### src/rtl/flex_down_timer.sv
// flex_down_timer: programmable down-counting timer with start/stop handshake.
// Optional periodic mode compiled in with FLEX_DOWN_TIMER_RELOAD_EN.
module flex_down_timer #(
    parameter int NUM_CNT_BITS = 4
) (
    input  logic                    clk,
    input  logic                    n_rst,
    input  logic                    clear,
    input  logic                    start,
    input  logic                    stop,
    input  logic                    count_enable,
    input  logic [NUM_CNT_BITS-1:0] load_val,
`ifdef FLEX_DOWN_TIMER_RELOAD_EN
    input  logic                    auto_reload,
`endif
    output logic                    busy,
    output logic                    done,
    output logic [NUM_CNT_BITS-1:0] count_out,
    output logic                    zero_flag
);

    typedef enum logic {
        IDLE = 1'b0,
        RUN  = 1'b1
    } state_e;

    localparam logic [NUM_CNT_BITS-1:0] CNT_ONE = NUM_CNT_BITS'(1);

    state_e                  state_q, state_d;
    logic [NUM_CNT_BITS-1:0] count_q, count_d;
    logic [NUM_CNT_BITS-1:0] reload_q, reload_d;
    logic                    done_q, done_d;
    logic                    reload_en;

`ifdef FLEX_DOWN_TIMER_RELOAD_EN
    assign reload_en = auto_reload;
`else
    assign reload_en = 1'b0;
`endif

    // State, count, reload value and done pulse registers.
    always_ff @(posedge clk or negedge n_rst) begin
        if (!n_rst) begin
            state_q  <= IDLE;
            count_q  <= '0;
            reload_q <= '0;
            done_q   <= 1'b0;
        end else begin
            state_q  <= state_d;
            count_q  <= count_d;
            reload_q <= reload_d;
            done_q   <= done_d;
        end
    end

    // Next-state: clear beats stop, stop beats counting/start.
    always_comb begin
        state_d  = state_q;
        count_d  = count_q;
        reload_d = reload_q;
        done_d   = 1'b0;
        if (clear) begin
            state_d = IDLE;
            count_d = '0;
        end else if (stop && (state_q == RUN)) begin
            state_d = IDLE;
        end else begin
            unique case (state_q)
                IDLE: begin
                    if (start) begin
                        count_d  = load_val;
                        reload_d = load_val;
                        state_d  = RUN;
                    end
                end
                RUN: begin
                    if (count_enable) begin
                        if (count_q > CNT_ONE) begin
                            count_d = count_q - CNT_ONE;
                        end else begin
                            // Terminal step: counts of 1 and 0 both end here.
                            done_d = 1'b1;
                            if (reload_en) begin
                                count_d = reload_q;
                            end else begin
                                count_d = '0;
                                state_d = IDLE;
                            end
                        end
                    end
                end
                default: state_d = IDLE;
            endcase
        end
    end

    assign busy      = (state_q == RUN);
    assign done      = done_q;
    assign count_out = count_q;
    assign zero_flag = (count_q == '0);

endmodule

### config.mk
export PLATFORM = sky130hd
export DESIGN_NAME = flex_down_timer
export DESIGN_NICKNAME = d
export VERILOG_FILES = /design/src/rtl/flex_down_timer.sv
export SDC_FILE = /design/constraint.sdc
export NUM_CORES = 1
export LEC_CHECK = 0
export CAP_MARGIN = 25
export CORE_AREA = 4 4 41 43
export CTS_CLUSTER_DIAMETER = 30
export CTS_CLUSTER_SIZE = 40
export DETAILED_ROUTE_END_ITERATION = 10
export DIE_AREA = 0 0 45 47
export PLACE_DENSITY = 0.64
export SLEW_MARGIN = 40
export SYNTH_ARGS = -nofsm -noshare
export SYNTH_HDL_FRONTEND = slang
export SYNTH_SLANG_ARGS = --single-unit
### constraint.sdc
create_clock -name clk -period 1.9 [get_ports clk]
set_input_delay 0.19 -clock clk [delete_from_list [all_inputs] [get_ports clk]]
set_output_delay 0.19 -clock clk [all_outputs]
set_load 0.02 [all_outputs]
; ---- Word level (Yosys, flattened, before mapping)
; Index checks and enable logic that the tools add are counted.
[word_totals]
reg_bits = 6
in_bits = 10
output_inout_bits = 7
[classes]
add_sub_neg = 1
n_lt_le_gt_ge = 1
eq_ne = 3
mux = 17
n_bitwise = 1
n_reduce_logical = 3
[op_table]
columns = operator, count
row1 = $mux W4, 5
row2 = $mux W1, 10
row3 = $pmux W4 S2, 1
row4 = $ne A3 B3 Y1 const B, 2
row5 = $gt A4 B1 Y1 const B, 1
row6 = $logic_not A4 Y1, 1
row7 = $sub A4 B1 Y4 const B, 1
row8 = $reduce_and A3 Y1, 1
row9 = $ne A2 B2 Y1 const B, 1
row10 = $pmux W1 S2, 1
row11 = $logic_and A1 B1 Y1, 1
row12 = $not A1 Y1, 1

; ---- Logic depth before layout (Yosys ltp)
[logic_depth]
word_depth = 6
ltp_mapped = 5
ltp_nobuf = 5

; ---- Worst setup path before layout
; No wires, ideal clock.
[synth_path]
path_type = reg2reg
from = register count_q[0] (netlist: count_out[0])
to = register count_q[0] (netlist: count_out[0])
t_arrival_ps = 1382
setup_slack_ps = 419
path_stages_with_launch = 6
period_less_slack_ps = 1481
cell_sequence = dfrtp_1 -> inv_1 -> ha_1 -> nor2_1 -> o311ai_0 -> a311oi_1
[synth_via]
elab_chain_cells = 6
word_cells_on_any_way = 7
[synth_lines]
columns = item, line_no
row1 = "start, declared", 30  ; logic [NUM_CNT_BITS-1:0] count_q, count_d;
row2 = "start signal, assigned", 50  ; count_q <= count_d;
row3 = $sub A4 B1 Y4 / $gt A4 B1 Y1 (equally long branches), "79, 78"
row4 = $mux W4 *, 78  ; if (count_q > CNT_ONE) begin
row5 = $mux W4 *, 77  ; if (count_enable) begin
row6 = $pmux W4 S2 *, 68  ; unique case (state_q)
row7 = $mux W4 *, 65  ; end else if (stop && (state_q == RUN)) begin
row8 = $mux W4 *, 62  ; if (clear) begin
; Mark *: on every way between the ends. The rest lies on a longest branch, timed or not. The select of a mux whose other input is x is not followed.
; A chain may end at the register's enable or synchronous reset.

; ---- Worst setup path in the final report
[layout_path]
from = register count_q[0] (netlist: count_out[0])
to = output zero_flag
[layout_via]
elab_chain_cells = 1
[layout_lines]
columns = item, line_no
row1 = $logic_not A4 Y1, 100  ; assign zero_flag = (count_q == '0);
row2 = "end, declared", 19  ; output logic zero_flag
; Every way passes these cells.

==> impl_metrics.json <==
{
  "status": "finished, final reports clean",
  "h-tree-depth": 1,
  "skew_ns": 0.008049,
  "timing.final.ws_setup_ns": 0.2280,
  "synth_cells": 47,
  "hold_buffers": 0,
  "clk_latency_ns": 0.26,
  "worstMarginPinSlew_ns": 0.3428,
  "required_ns": 1.71,
  "rsz0062_at_grt": "no",
  "critical_path_buf_inv_count": 2,
  "post-route-util_pct": 50.29,
  "synth_top_cell_area_share_pct": 32.79,
  "postCtsSetupBuffers": 0,
  "syn_nets": 60,
  "numClockSinks": 6,
  "setup_tns_ns": 0,
  "boundaryPins": 17,
  "wl_per_cell_um": 14.79,
  "p_per_area_nw_per_um2": 660.1,
  "finalCriticalPeriod_ns": 1.672,
  "irDropWorstVdd_mv": 0.3115,
  "hold_ws_ns": 0.1721,
  "hold_violations": 0,
  "dp.cells": 78,
  "seq_area_frac_synth_pct": 32.79,
  "power_frac_comb_pct": 33.1,
  "slew_headroom_pct": 77.15,
  "path_cells": "inv_1 -> ha_1 -> nor3b_1 -> dlygate4sd2_1",
  "busiest_layer": "met2",
  "synth_seq_cells": 6,
  "intPower_mw": 0.2821,
  "synth_warnings": 0,
  "rows": 13,
  "root_buffer": "clkbuf_4",
  "switching_power_mw": 0.1499,
  "stdcell_count": 81,
  "ctsResizeCount": 1,
  "clk_pin_slew_ns": 0.05,
  "antenna_cells": 0,
  "grt_max_degree": 14,
  "numPortBuffers": 16,
  "power_frac_clock_pct": 30.6,
  "overflow": 0,
  "path_max_fanout": 5,
  "switching_share_pct": 34.70,
  "antenna_found_initial": 0,
  "post-place-ws_ns": 0.2058,
  "drt_iter0_markers": 6,
  "p_leak_nw": 0.2768,
  "core_region_area_um2": 1301,
  "grt_pass1_vias": 434,
  "path_class": "reg2out",
  "grt_pass1_wl_um": 2097,
  "syn_to_final_growth_pct": 42.90,
  "end_kind": "output pin",
  "max_clock_freq_mhz": 598.1,
  "tritoncts": "built",
  "vias": 452,
  "fp.dieH_um": 47,
  "slowest_stage": "dfrtp_1",
  "viasPerCell": 5.580,
  "crit_family": "buffers and inverters",
  "cts_made_buffers": 3,
  "dp_hpwl_um": 924.4,
  "synth.distinct_cells": 26,
  "nets": 81,
  "crit_arrival_ns": 1.48,
  "hp-class": "in2async",
  "die_area_um2": 2115,
  "synth_area_leaders": "dfrtp_1 33%, ha_1 8.2%, inv_1 4.1%",
  "pwr-share-seq_pct": 36.3,
  "drtAntennaViolNets": 0,
  "slowest_delay_ns": 0.43,
  "layout-drive-gt1-share_pct": 13.64,
  "clockBufferDepth": 2,
  "cap_violations": 0,
  "syn-mean-instance-area_um2": 9.743,
  "setup_viol": 0,
  "met2_usage_pct": 20.06,
  "gr-usage-all-layers_pct": 14.01,
  "synth_largest_area_cell": "dfrtp_1",
  "firstDrtPassIters": 4,
  "synthesis.area_um2": 457.9,
  "critPathLaunchType": "flop",
  "drc": 0,
  "maxSlewViolCount": 0,
  "grt_use_met3_pct": 1.533,
  "grt.met1_usage_pct": 19.22,
  "start_util_pct": 35.19,
  "layout_worst_path_cycle_share_pct": 88.00,
  "die_w_um": 45,
  "wirelength_um": 1198,
  "gp_congestion": 0.7651
}
## Yosys cell counts
master	count
a221oi_2	1
a311oi_1	2
a31o_1	1
a41oi_1	1
and2b_1	1
and3_1	1
and3b_1	1
and4bb_2	1
buf_6	1
dfrtp_1	6
ha_1	3
inv_1	5
mux2i_1	1
nand2_1	5
nand2b_1	2
nand3b_2	1
nand4b_1	1
nor2_1	1
nor3_1	3
nor3_2	1
nor3b_1	2
nor4_2	1
o21ai_0	1
o22ai_1	1
o311ai_0	2
o41ai_1	1
## power groups by stage
stage / clock network, mW / registers, mW / logic [mW]
after CTS: 0.128 / 0.157 / 0.144
after global placement: 0 / 0.159 / 0.146
after detailed placement: 0 / 0.159 / 0.147
final: 0.132 / 0.157 / 0.143
after floorplan: 0 / 0.164 / 0.0740
after global routing: 0.135 / 0.160 / 0.160
## metrics by stage
stage	cell area [µm²]	total power, mW
floorplan	457.9	0.2382
detailed placement	633.1	0.3059
global route	654.4	0.4548
global placement	633.1	0.3046
CTS	654.4	0.4295
finish	654.4	0.4320
## final timing paths
| kind | cells after the start | slack [ns] | endpoint | from |
|---|---|---|---|---|
| min in group clk | 3 | 0.49 | count_out[1] | load_val[1] |
| min reg2reg | 3 | 0.71 | count_out[3] | count_out[1] |
| max | 4 | 0.23 | zero_flag | count_out[0] |
| min | 1 | 0.17 | count_out[3] | n_rst |
| max reg2reg | 5 | 0.31 | count_out[0] | count_out[0] |
| max in group asynchronous | 1 | 1.49 | busy | n_rst |
## cell type report
| cell class | instances | area (µm²) |
|---|---|---|
| sequential | 6 | 150.1 |
| fill | 141 | 646.9 |
| timing repair buffer | 17 | 166.4 |
| multi-input combinational | 35 | 277.8 |
| inverter | 5 | 18.77 |
| tap | 15 | 18.77 |
| clock buffer | 3 | 22.52 |
## layer usage
layer	wire (µm)	share of wire (%)
met3	88	7.3
met1	513	43
met4	43	3.6
met2	552	46
met5	0	0
## sequential cells by signal (all words and copies together), names as in the netlist
name	count
done	1
busy	1
count_out	4
## layout by cell type, fill, tap and decap left out
master,count
dfrtp_1,6
and2b_1,1
nand2b_1,2
o22ai_1,1
o41ai_1,1
ha_1,3
nand3b_2,1
nor3_1,3
inv_1,5
clkdlybuf4s50_1,15
nand2_1,5
a31o_1,1
nor4_2,1
and3b_1,1
a221oi_2,1
mux2i_1,1
a311oi_1,2
buf_4,1
clkbuf_4,3
and4bb_2,1
a41oi_1,1
dlygate4sd2_1,1
nor2_1,1
and3_1,1
nor3_2,1
nor3b_1,2
nand4b_1,1
o21ai_0,1
o311ai_0,2
## cell families (layout without fill, tap and decap cells)
group / after synthesis / count (layout) / share of synthesized area, %
compound gates: 10 / 10 / 19.13
mux: 1 / 1 / 2.186
buf+inv: 6 / 25 / 6.558
flops: 6 / 6 / 32.79
fa+ha+maj: 3 / 3 / 8.198
simple gates: 21 / 21 / 31.15
Note: power is estimated with default switching activity, not from simulation.
